$ cat src/rtl/clock_period_meter_pkg.sv
// Shared definitions for the clock period meter: FSM encoding and parameter defaults.
package clock_period_meter_pkg;

    typedef enum logic [1:0] {
        ST_IDLE = 2'd0,
        ST_ARM  = 2'd1,
        ST_MEAS = 2'd2
    } state_t;

    localparam int DEF_CNT_W       = 16;
    localparam int DEF_SYNC_STAGES = 2;

endpackage

$ cat src/rtl/clock_period_meter_edge_sync.sv
// Synchronizer chain for an asynchronous level, followed by one history flop
// that produces single-cycle rise/fall strobes in the clk domain.
module edge_sync
    import clock_period_meter_pkg::*;
#(
    parameter int SYNC_STAGES = DEF_SYNC_STAGES
) (
    input  logic clk,
    input  logic reset,
    input  logic i_async,
    output logic o_level,
    output logic o_rise,
    output logic o_fall
);

    logic [SYNC_STAGES-1:0] r_sync;
    logic                   r_prev;

    // NOTE: sequential state uses non-blocking assignments so every flop samples pre-edge values.
    always_ff @(posedge clk) begin
        if (reset) begin
            r_sync <= '0;
            r_prev <= 1'b0;
        end else begin
            r_sync <= {r_sync[SYNC_STAGES-2:0], i_async};
            r_prev <= r_sync[SYNC_STAGES-1];
        end
    end

    assign o_level = r_sync[SYNC_STAGES-1];
    assign o_rise  = o_level & ~r_prev;
    assign o_fall  = ~o_level & r_prev;

endmodule

$ cat src/rtl/clock_period_meter.sv
// Measures period and high time of a slow clock in clk cycles, pulses meas_valid
// once per slow period and flags a slow clock that has stopped toggling.
module clock_period_meter
    import clock_period_meter_pkg::*;
#(
    parameter int CNT_W       = DEF_CNT_W,
    parameter int SYNC_STAGES = DEF_SYNC_STAGES
) (
    input  logic             clk,
    input  logic             reset,
    input  logic             slow_clk_in,
    input  logic             enable,
    output logic [CNT_W-1:0] period,
    output logic [CNT_W-1:0] high_time,
    output logic             meas_valid,
    output logic             stuck
);

    localparam logic [CNT_W-1:0] CNT_MAX = {CNT_W{1'b1}};
    localparam logic [CNT_W-1:0] CNT_ONE = CNT_W'(1);

    state_t           r_state;
    state_t           w_state_next;
    logic [CNT_W-1:0] r_cnt;
    logic [CNT_W-1:0] r_hi_cap;
    logic             w_level;
    logic             w_rise;
    logic             w_fall;
    logic             w_cnt_full;
    logic             w_start;
    logic             w_capture;
    logic             w_saturate;
    logic             w_unused;

    edge_sync #(
        .SYNC_STAGES(SYNC_STAGES)
    ) u_edge_sync (
        .clk    (clk),
        .reset  (reset),
        .i_async(slow_clk_in),
        .o_level(w_level),
        .o_rise (w_rise),
        .o_fall (w_fall)
    );

    // The synchronized level is only needed by other users of edge_sync.
    assign w_unused   = w_level;
    assign w_cnt_full = (r_cnt == CNT_MAX);

    always_ff @(posedge clk) begin
        if (reset) begin
            r_state <= ST_IDLE;
        end else begin
            r_state <= w_state_next;
        end
    end

    // NOTE: every signal driven here gets a default first, so no path can infer a latch.
    always_comb begin
        w_state_next = r_state;
        w_start      = 1'b0;
        w_capture    = 1'b0;
        w_saturate   = 1'b0;
        if (!enable) begin
            w_state_next = ST_IDLE;
        end else begin
            unique case (r_state)
                ST_IDLE: w_state_next = ST_ARM;
                ST_ARM: begin
                    if (w_rise) begin
                        w_state_next = ST_MEAS;
                        w_start      = 1'b1;
                    end
                end
                ST_MEAS: begin
                    if (w_rise) begin
                        w_capture = 1'b1;
                    end else if (w_cnt_full) begin
                        w_state_next = ST_ARM;
                        w_saturate   = 1'b1;
                    end
                end
                default: w_state_next = ST_IDLE;
            endcase
        end
    end

    always_ff @(posedge clk) begin
        if (reset) begin
            r_cnt      <= '0;
            r_hi_cap   <= '0;
            period     <= '0;
            high_time  <= '0;
            meas_valid <= 1'b0;
            stuck      <= 1'b0;
        end else begin
            meas_valid <= w_capture;
            if (w_start || w_capture) begin
                r_cnt    <= CNT_ONE;
                r_hi_cap <= '0;
            end else if (enable && r_state == ST_MEAS) begin
                if (!w_cnt_full) begin
                    r_cnt <= r_cnt + CNT_ONE;
                end
                // A later fall in the same period overwrites an earlier one.
                if (w_fall) begin
                    r_hi_cap <= r_cnt;
                end
            end
            if (w_capture) begin
                period    <= r_cnt;
                high_time <= r_hi_cap;
            end
            if (w_saturate) begin
                stuck <= 1'b1;
            end else if (!enable || w_rise) begin
                stuck <= 1'b0;
            end
        end
    end

endmodule

$ cat config.mk
export PLATFORM = sky130hd
export DESIGN_NAME = clock_period_meter
export DESIGN_NICKNAME = d
export VERILOG_FILES = /design/src/rtl/clock_period_meter_pkg.sv /design/src/rtl/clock_period_meter_edge_sync.sv /design/src/rtl/clock_period_meter.sv
export SDC_FILE = /design/constraint.sdc
export NUM_CORES = 1
export LEC_CHECK = 0
export ABC_CLOCK_PERIOD_IN_PS = 2500
export CAP_MARGIN = 20
export CORE_AREA = 2 2 64 90
export DETAILED_ROUTE_END_ITERATION = 12
export DIE_AREA = 0 0 66 92
export PLACE_DENSITY = 0.88
export SLEW_MARGIN = 20
export SYNTH_ARGS = -nofsm -noshare
export SYNTH_HDL_FRONTEND = slang
export SYNTH_HIERARCHICAL = 1
export SYNTH_SLANG_ARGS = --single-unit
$ cat constraint.sdc
create_clock -name clk -period 2.5 [get_ports clk]
set_input_delay 0.625 -clock clk [delete_from_list [all_inputs] [get_ports clk]]
set_output_delay 0.625 -clock clk [all_outputs]
set_load 0.005 [all_outputs]
; After elaboration in Yosys (flattened, before gate mapping)
; Cells that the tools add are included.
[word_totals]
inputBits = 4
reg_bits = 71
mem_bits_ro = 0
ramBits = 0
word_cells = 55
latchBits = 0
mem_count = 0
out_inout_bits = 34
[classes]
addsub = 1
eq_ne = 7
div_mod_pow = 0
bitwise_logic = 6
multipliers = 0
magnitude_cmp = 0
mux = 18
n_shift = 0
n_reduce_logical = 13
[op_table]
columns = operator, count
row1 = $add A16 B1 Y16 const B, 1
row2 = $eq A16 B16 Y1 const B, 1
row3 = $mux W1, 14
row4 = $mux W2, 3
row5 = $ne A2 B2 Y1 const B, 3
row6 = $pmux W2 S3, 1
row7 = $reduce_and A2 Y1, 3
row8 = $not A1 Y1, 4
row9 = $reduce_bool A2 Y1, 2
row10 = $reduce_or A2 Y1, 2
row11 = $reduce_and A3 Y1, 1
row12 = $and A1 B1 Y1, 2
row13 = $eq A2 B1 Y1 const B, 1
row14 = $eq A2 B2 Y1 const B, 1
row15 = $logic_not A2 Y1, 1
row16 = $logic_or A1 B1 Y1, 2
row17 = $ne A2 B1 Y1 const B, 1
row18 = $logic_and A1 B1 Y1, 1
row19 = $logic_not A1 Y1, 1

; Logic depth before layout (Yosys ltp)
[logic_depth]
depth_word = 8
ltp_mapped = 7
mapped_depth_nobuf = 5

; By module
; The synthesis kept the hierarchy.
[by_module_without_submodules]
columns = module, cells_per_inst, area_per_inst_um2, instances, seq_area_each_um2
row1 = clock_period_meter, 332, 2676.3, 1, 1361.3
row2 = edge_sync, 8, 91.3, 1, 60.1

; Worst setup path before layout
; OpenSTA, ideal clock, no wires.
[synth_path]
kind = register -> register
startpoint = reg r_cnt[0]
endpoint = reg r_cnt[14]
setup_ps = 70
path_buffers = 0
setup_slack_ps = 705
period_less_slack_ps = 1795
required_time_ps = 2430
path_stages_with_launch = 6
arrival_time_ps = 1725
cell_sequence = dfxtp_1 ha_1 nand4_2 or4_4 or3_1 a21oi_1
[synth_via]
elab_chain_cells = 3
elab_cells_between_ends = 4
classes_between = 1 x add/sub / 1 x eq/ne / 1 x bitwise / 1 x reduce/logical
[synth_rtl]
columns = element, line_no
row1 = start: declaration, clock_period_meter.sv:24  ; logic [CNT_W-1:0] r_cnt;
row2 = start signal: assignment, clock_period_meter.sv:103  ; r_cnt <= r_cnt + CNT_ONE;
row3 = "parallel branches: the longest is 3 deep, another holds $add A16 B1 Y16", -
; Several ways; the timed one is not identified.
; A chain may end at the register's enable or synchronous reset.

; Worst setup path in the final report
[layout_path]
startpoint = in enable
endpoint = reg r_cnt[14]
[layout_via]
elab_chain_cells = 3
elab_cells_between_ends = 6
classes_between = 2 x mux / 4 x reduce/logical
[layout_rtl]
columns = element, line_no
row1 = start: declaration, clock_period_meter.sv:12  ; input logic enable,
row2 = $mux W1, clock_period_meter.sv:64  ; if (!enable) begin
row3 = $logic_or A1 B1 Y1, clock_period_meter.sv:98  ; if (w_start || w_capture) begin
row4 = $reduce_or A2 Y1 (no line), -
; Several ways; a longest one is shown, not always the timed one.

==> metrics.md <==
| Metric | Value |
|---|---|
| Count of instances resized after the clock tree is built | 0 |
| Netlist Area Pre-Place | 2770 um2 |
| CORE AREA | 5370 um2 |
| Wire length per cell after detailed routing | 13.1 um |
| Number of buffers inserted by post-CTS setup repair | 0 |
| Vias per std cell | 5.41 |
| Pin count of the biggest net entering global routing | 34 |
| Compound-gate portion of the synthesized area | 0.162 |
| R2r endpoint | r_cnt[14]$_SDFFE_PP0P_ |
| CP Capture Type | flop |
| Share of total power in sequential cells | 0.584 |
| Number of CTS-inserted buffers | 9 |
| Final weighted congestion in routability-driven placement | 0.895 |
| Data arrival time of the critical path | 2410 ps |
| DRT Pass-1 Iters | 4 |
| Count of boundary I/O pins | 38 |
| Area added between synthesis and finish | 23.6% |
| Net Sw Frac | 0.232 |
| Sequential cell area fraction in the yosys report | 0.514 |
| Layout cell share with drive strength beyond 1 | 0.0914 |
| Clock slew seen by the registers of the worst setup and hold paths | 70 ps |
| DIE AREA | 6070 um2 |
| Period utilization | 0.855 |
| Net Switching | 452 uW |
| Power Internal | 1490 uW |
| Detailed placer's ending HPWL | 4050 um |
| CTS Hold Buffers Added | 0 |
| Clk Latency, worst-skew pair | 350 ps |
| R2r setup slk | 440 ps |
| Synth Flop Type | sky130_fd_sc_hd__dfxtp_1 |
| Master cell of the clock root buffer | sky130_fd_sc_hd__clkbuf_8 |
| Slew @ Worst Pin | 551 ps |
| Fraction of synthesis flops using an asynchronous set or reset pin | 0 |
| Port-buffer cells | 37 |
| Total gr overflow | 0 |
| Worst IR drop on VDD | 0.308 mV |
| Final setup viols | 0 |
| Crit. Startpoint | enable |
| Unique cell type count in the Yosys netlist | 40 |
| Share of total power in combinational logic | 0.018 |
| Summed area of non-filler cells in the final layout | 3420 um2 |
| F_max | 468 MHz |
| CTS max path bufs | 2 |
| Clock Skew | 6.33 ps |
| Outcome | finished clean |
| Relative contribution of the clock network to total power | 0.398 |
| TritonCTS clock tree | yes |
| Total GRT Usage | 0.226 |
| Share of synthesized cell area in and, or, nand and nor gates | 0.282 |
| Worst setup path category | primary input to flop |
| Number of warnings issued by yosys | 6 |
| Horizontal die dimension | 66 um |
| Final core occ | 0.637 |
| Number of max-slew violations in the final report | 0 |
| Initial antenna violation count | 0 |
| Total routed wirelength | 5920 um |
| Detailed Route Iter0 Violations | 144 |
| Synthesized area per cell | 8.14 um2 |
| EDFF count, synth | 0 |
| Area share of fa/ha/maj cells after synthesis | 0.00452 |
| Initial cell density of the core | 0.516 |
| Vias | 2440 |
| Setup Total Neg Slack | 0 ps |
| CP Capture Point | r_cnt[14]$_SDFFE_PP0P_ |
| Main combinational cell family by area after synthesis | simple AND/OR/NAND/NOR gates |
| Leakage power | 0.00112 uW |
| Maximum Capacitance Violations | 0 |
| Post-synthesis net count | 345 |
| Post-synthesis xor/xnor area fraction | 0.00316 |
| Global-route wire length before repair | 10600 um |
| Required arrival time at the worst endpoint | 2770 ps |
| Instance area after placement | 3260 um2 |
| Count of cells along the worst register-to-register path | 5 |
| Max Fanout on Critical Path | 5 |
| Cell row count | 32 |
| Startpoint of the lowest-slack register-to-register path | r_cnt[0]$_SDFFE_PP0P_ |
| Number of nets in the finished design | 384 |
| Critical path launch point type | primary input |
| Setup repair after global routing missed its margin | no |
| Post-route ant nets | 0 |
| DR DRC count | 0 |
| Number of fill cells | 464 |
| Power density of the placed cells | 569 nW/um2 |
| Via count of the first global-routing pass | 2370 |
| Number of hold-slack violations in the final timing report | 0 |
| Final critical path time including I/O delays and setup | 2140 ps |
| Synthesized flop and latch total | 71 |
| Max-slew headroom at the worst pin | 0.628 |
| H-tree level count | 3 |
| Share of synthesized area spent on multiplexers | 0 |
| Die span in y | 92 um |
| Sinks on the clock net | 71 |
| # diodes | 0 |
| Number of cells produced by synthesis | 340 |
| Min-Delay Path Class | flop to flop |
[area by class of cell]
class                           count  area, um2  area share
Timing Repair Buffer               50        493       0.144
Tap cell                           68       85.1      0.0249
Sequential cell                    71       1420       0.416
Inverter                            2       7.51     0.00220
Clock inverter                      6       38.8      0.0113
Clock buffer                        9        124      0.0362
Multi-Input combinational cell    245       1250       0.366
[through the flow]
| stage | power, uW | instances | worst slack [ps] | hold WS, ps |
|---|---|---|---|---|
| floorplan | 1180 | 340 | 705 | 414 |
| global placement | 1200 | 436 | 91.0 | 419 |
| detailed placement | 1200 | 436 | 28.7 | 438 |
| CTS | 1960 | 451 | 375 | 455 |
| global route | 2010 | 451 | 235 | 464 |
| finish | 1950 | 451 | 361 | 451 |
[state kept, by name, summed over array words and instances, names as in the netlist]
register,cells
high_time,16
meas_valid,1
period,16
r_cnt,16
r_hi_cap,16
r_state,2
stuck,1
u_edge_sync/r_prev,1
u_edge_sync/r_sync,2
[power by group through the flow]
stage | Combinational [uW] | Sequential [uW] | Clock [uW]
final | 35.9 | 1140 | 775
after global routing | 39.3 | 1140 | 830
after CTS | 36.1 | 1140 | 785
after detailed placement | 36.0 | 1160 | 0
after floorplan | 23.1 | 1160 | 0
after global placement | 35.8 | 1160 | 0
[per-layer routing]
metal / global-route usage / vias up / part of all wire
li1: - / 1240 / -
met1: 0.262 / 1124 / 0.42
met2: 0.378 / 61 / 0.50
met3: 0.0589 / 15 / 0.048
met4: 0.114 / 0 / 0.028
met5: 0 / - / 0
[cells in the mapped netlist, types with 2 or more instances]
master                       n  area (um2)
sky130_fd_sc_hd__nor2_1      4        15.0
sky130_fd_sc_hd__and4_2      2        20.0
sky130_fd_sc_hd__o21ai_0    13        65.1
sky130_fd_sc_hd__and2_1      3        18.8
sky130_fd_sc_hd__nand4_1     3        18.8
sky130_fd_sc_hd__nand3_1     7        35.0
sky130_fd_sc_hd__or3_1       7        43.8
sky130_fd_sc_hd__buf_2       3        15.0
sky130_fd_sc_hd__and4_1      2        17.5
sky130_fd_sc_hd__clkbuf_2    2        10.0
sky130_fd_sc_hd__clkbuf_1   17        63.8
sky130_fd_sc_hd__nor3_1      5        25.0
sky130_fd_sc_hd__or4_1       2        15.0
sky130_fd_sc_hd__inv_1       2        7.51
sky130_fd_sc_hd__dfxtp_1    71        1420
sky130_fd_sc_hd__nand2_1   104         390
sky130_fd_sc_hd__a21oi_1    61         305
sky130_fd_sc_hd__nor2b_1     7        43.8
sky130_fd_sc_hd__nand3b_1    3        22.5
sky130_fd_sc_hd__o31ai_1     2        15.0
[cells in the final DEF, fill, tap and decap left out, drive strengths merged]
| master | netlist | routed |
|---|---|---|
| nand2 | 104 | 104 |
| dfxtp | 71 | 71 |
| a21oi | 61 | 61 |
| clkdlybuf4s50 | 0 | 37 |
| o21ai | 13 | 13 |
| buf | 3 | 13 |
| clkbuf | 19 | 9 |
| or3 | 8 | 8 |
| nand3 | 7 | 7 |
| nor2b | 7 | 7 |
| nor3 | 5 | 5 |
| nand4 | 5 | 5 |
| nor2 | 4 | 4 |
| clkinv | 0 | 4 |
| and4 | 4 | 4 |
| nand3b | 3 | 3 |
| and2 | 3 | 3 |
| or4 | 3 | 3 |
| inv | 2 | 2 |
| o31ai | 2 | 2 |
| clkinvlp | 0 | 2 |
| nor4 | 2 | 2 |
| xor2 | 1 | 1 |
| and3b | 1 | 1 |
| o311ai | 1 | 1 |
| o211a | 1 | 1 |
| nand2b | 1 | 1 |
| nand4bb | 1 | 1 |
| a22oi | 1 | 1 |
| a41oi | 1 | 1 |
| nor4b | 1 | 1 |
| a31oi | 1 | 1 |
| o22ai | 1 | 1 |
| o211ai | 1 | 1 |
| a211oi | 1 | 1 |
| ha | 1 | 1 |
[critical path, stage by stage]
cell and delay, ps:
sky130_fd_sc_hd__clkdlybuf4s50_1 540, sky130_fd_sc_hd__nand3b_1 180, sky130_fd_sc_hd__or4_4 590, sky130_fd_sc_hd__or3_1 310, sky130_fd_sc_hd__a21oi_1 160
[cells by family after synthesis]
| group | Yosys count |
|---|---|
| AOI/OAI and AO/OA | 84 |
| and+or+nand+nor | 159 |
| adders and majority gates | 1 |
| xor gates and xnor gates | 1 |
| buffers and inverters | 24 |
| DFF | 71 |
[worst min-delay path by stage]
stage                                                start  cells after the start                                to
after floorplan           u_edge_sync/r_sync[0]$_SDFF_PP0_                      1  u_edge_sync/r_sync[1]$_SDFF_PP0_
after global placement    u_edge_sync/r_sync[0]$_SDFF_PP0_                      1  u_edge_sync/r_sync[1]$_SDFF_PP0_
after detailed placement  u_edge_sync/r_sync[0]$_SDFF_PP0_                      1  u_edge_sync/r_sync[1]$_SDFF_PP0_
after CTS                         r_hi_cap[6]$_SDFFE_PP0P_                      2         high_time[6]$_SDFFE_PP0P_
after global routing              r_hi_cap[6]$_SDFFE_PP0P_                      2         high_time[6]$_SDFFE_PP0P_
final                     u_edge_sync/r_sync[0]$_SDFF_PP0_                      1  u_edge_sync/r_sync[1]$_SDFF_PP0_
(Power assumes the default switching activity.)
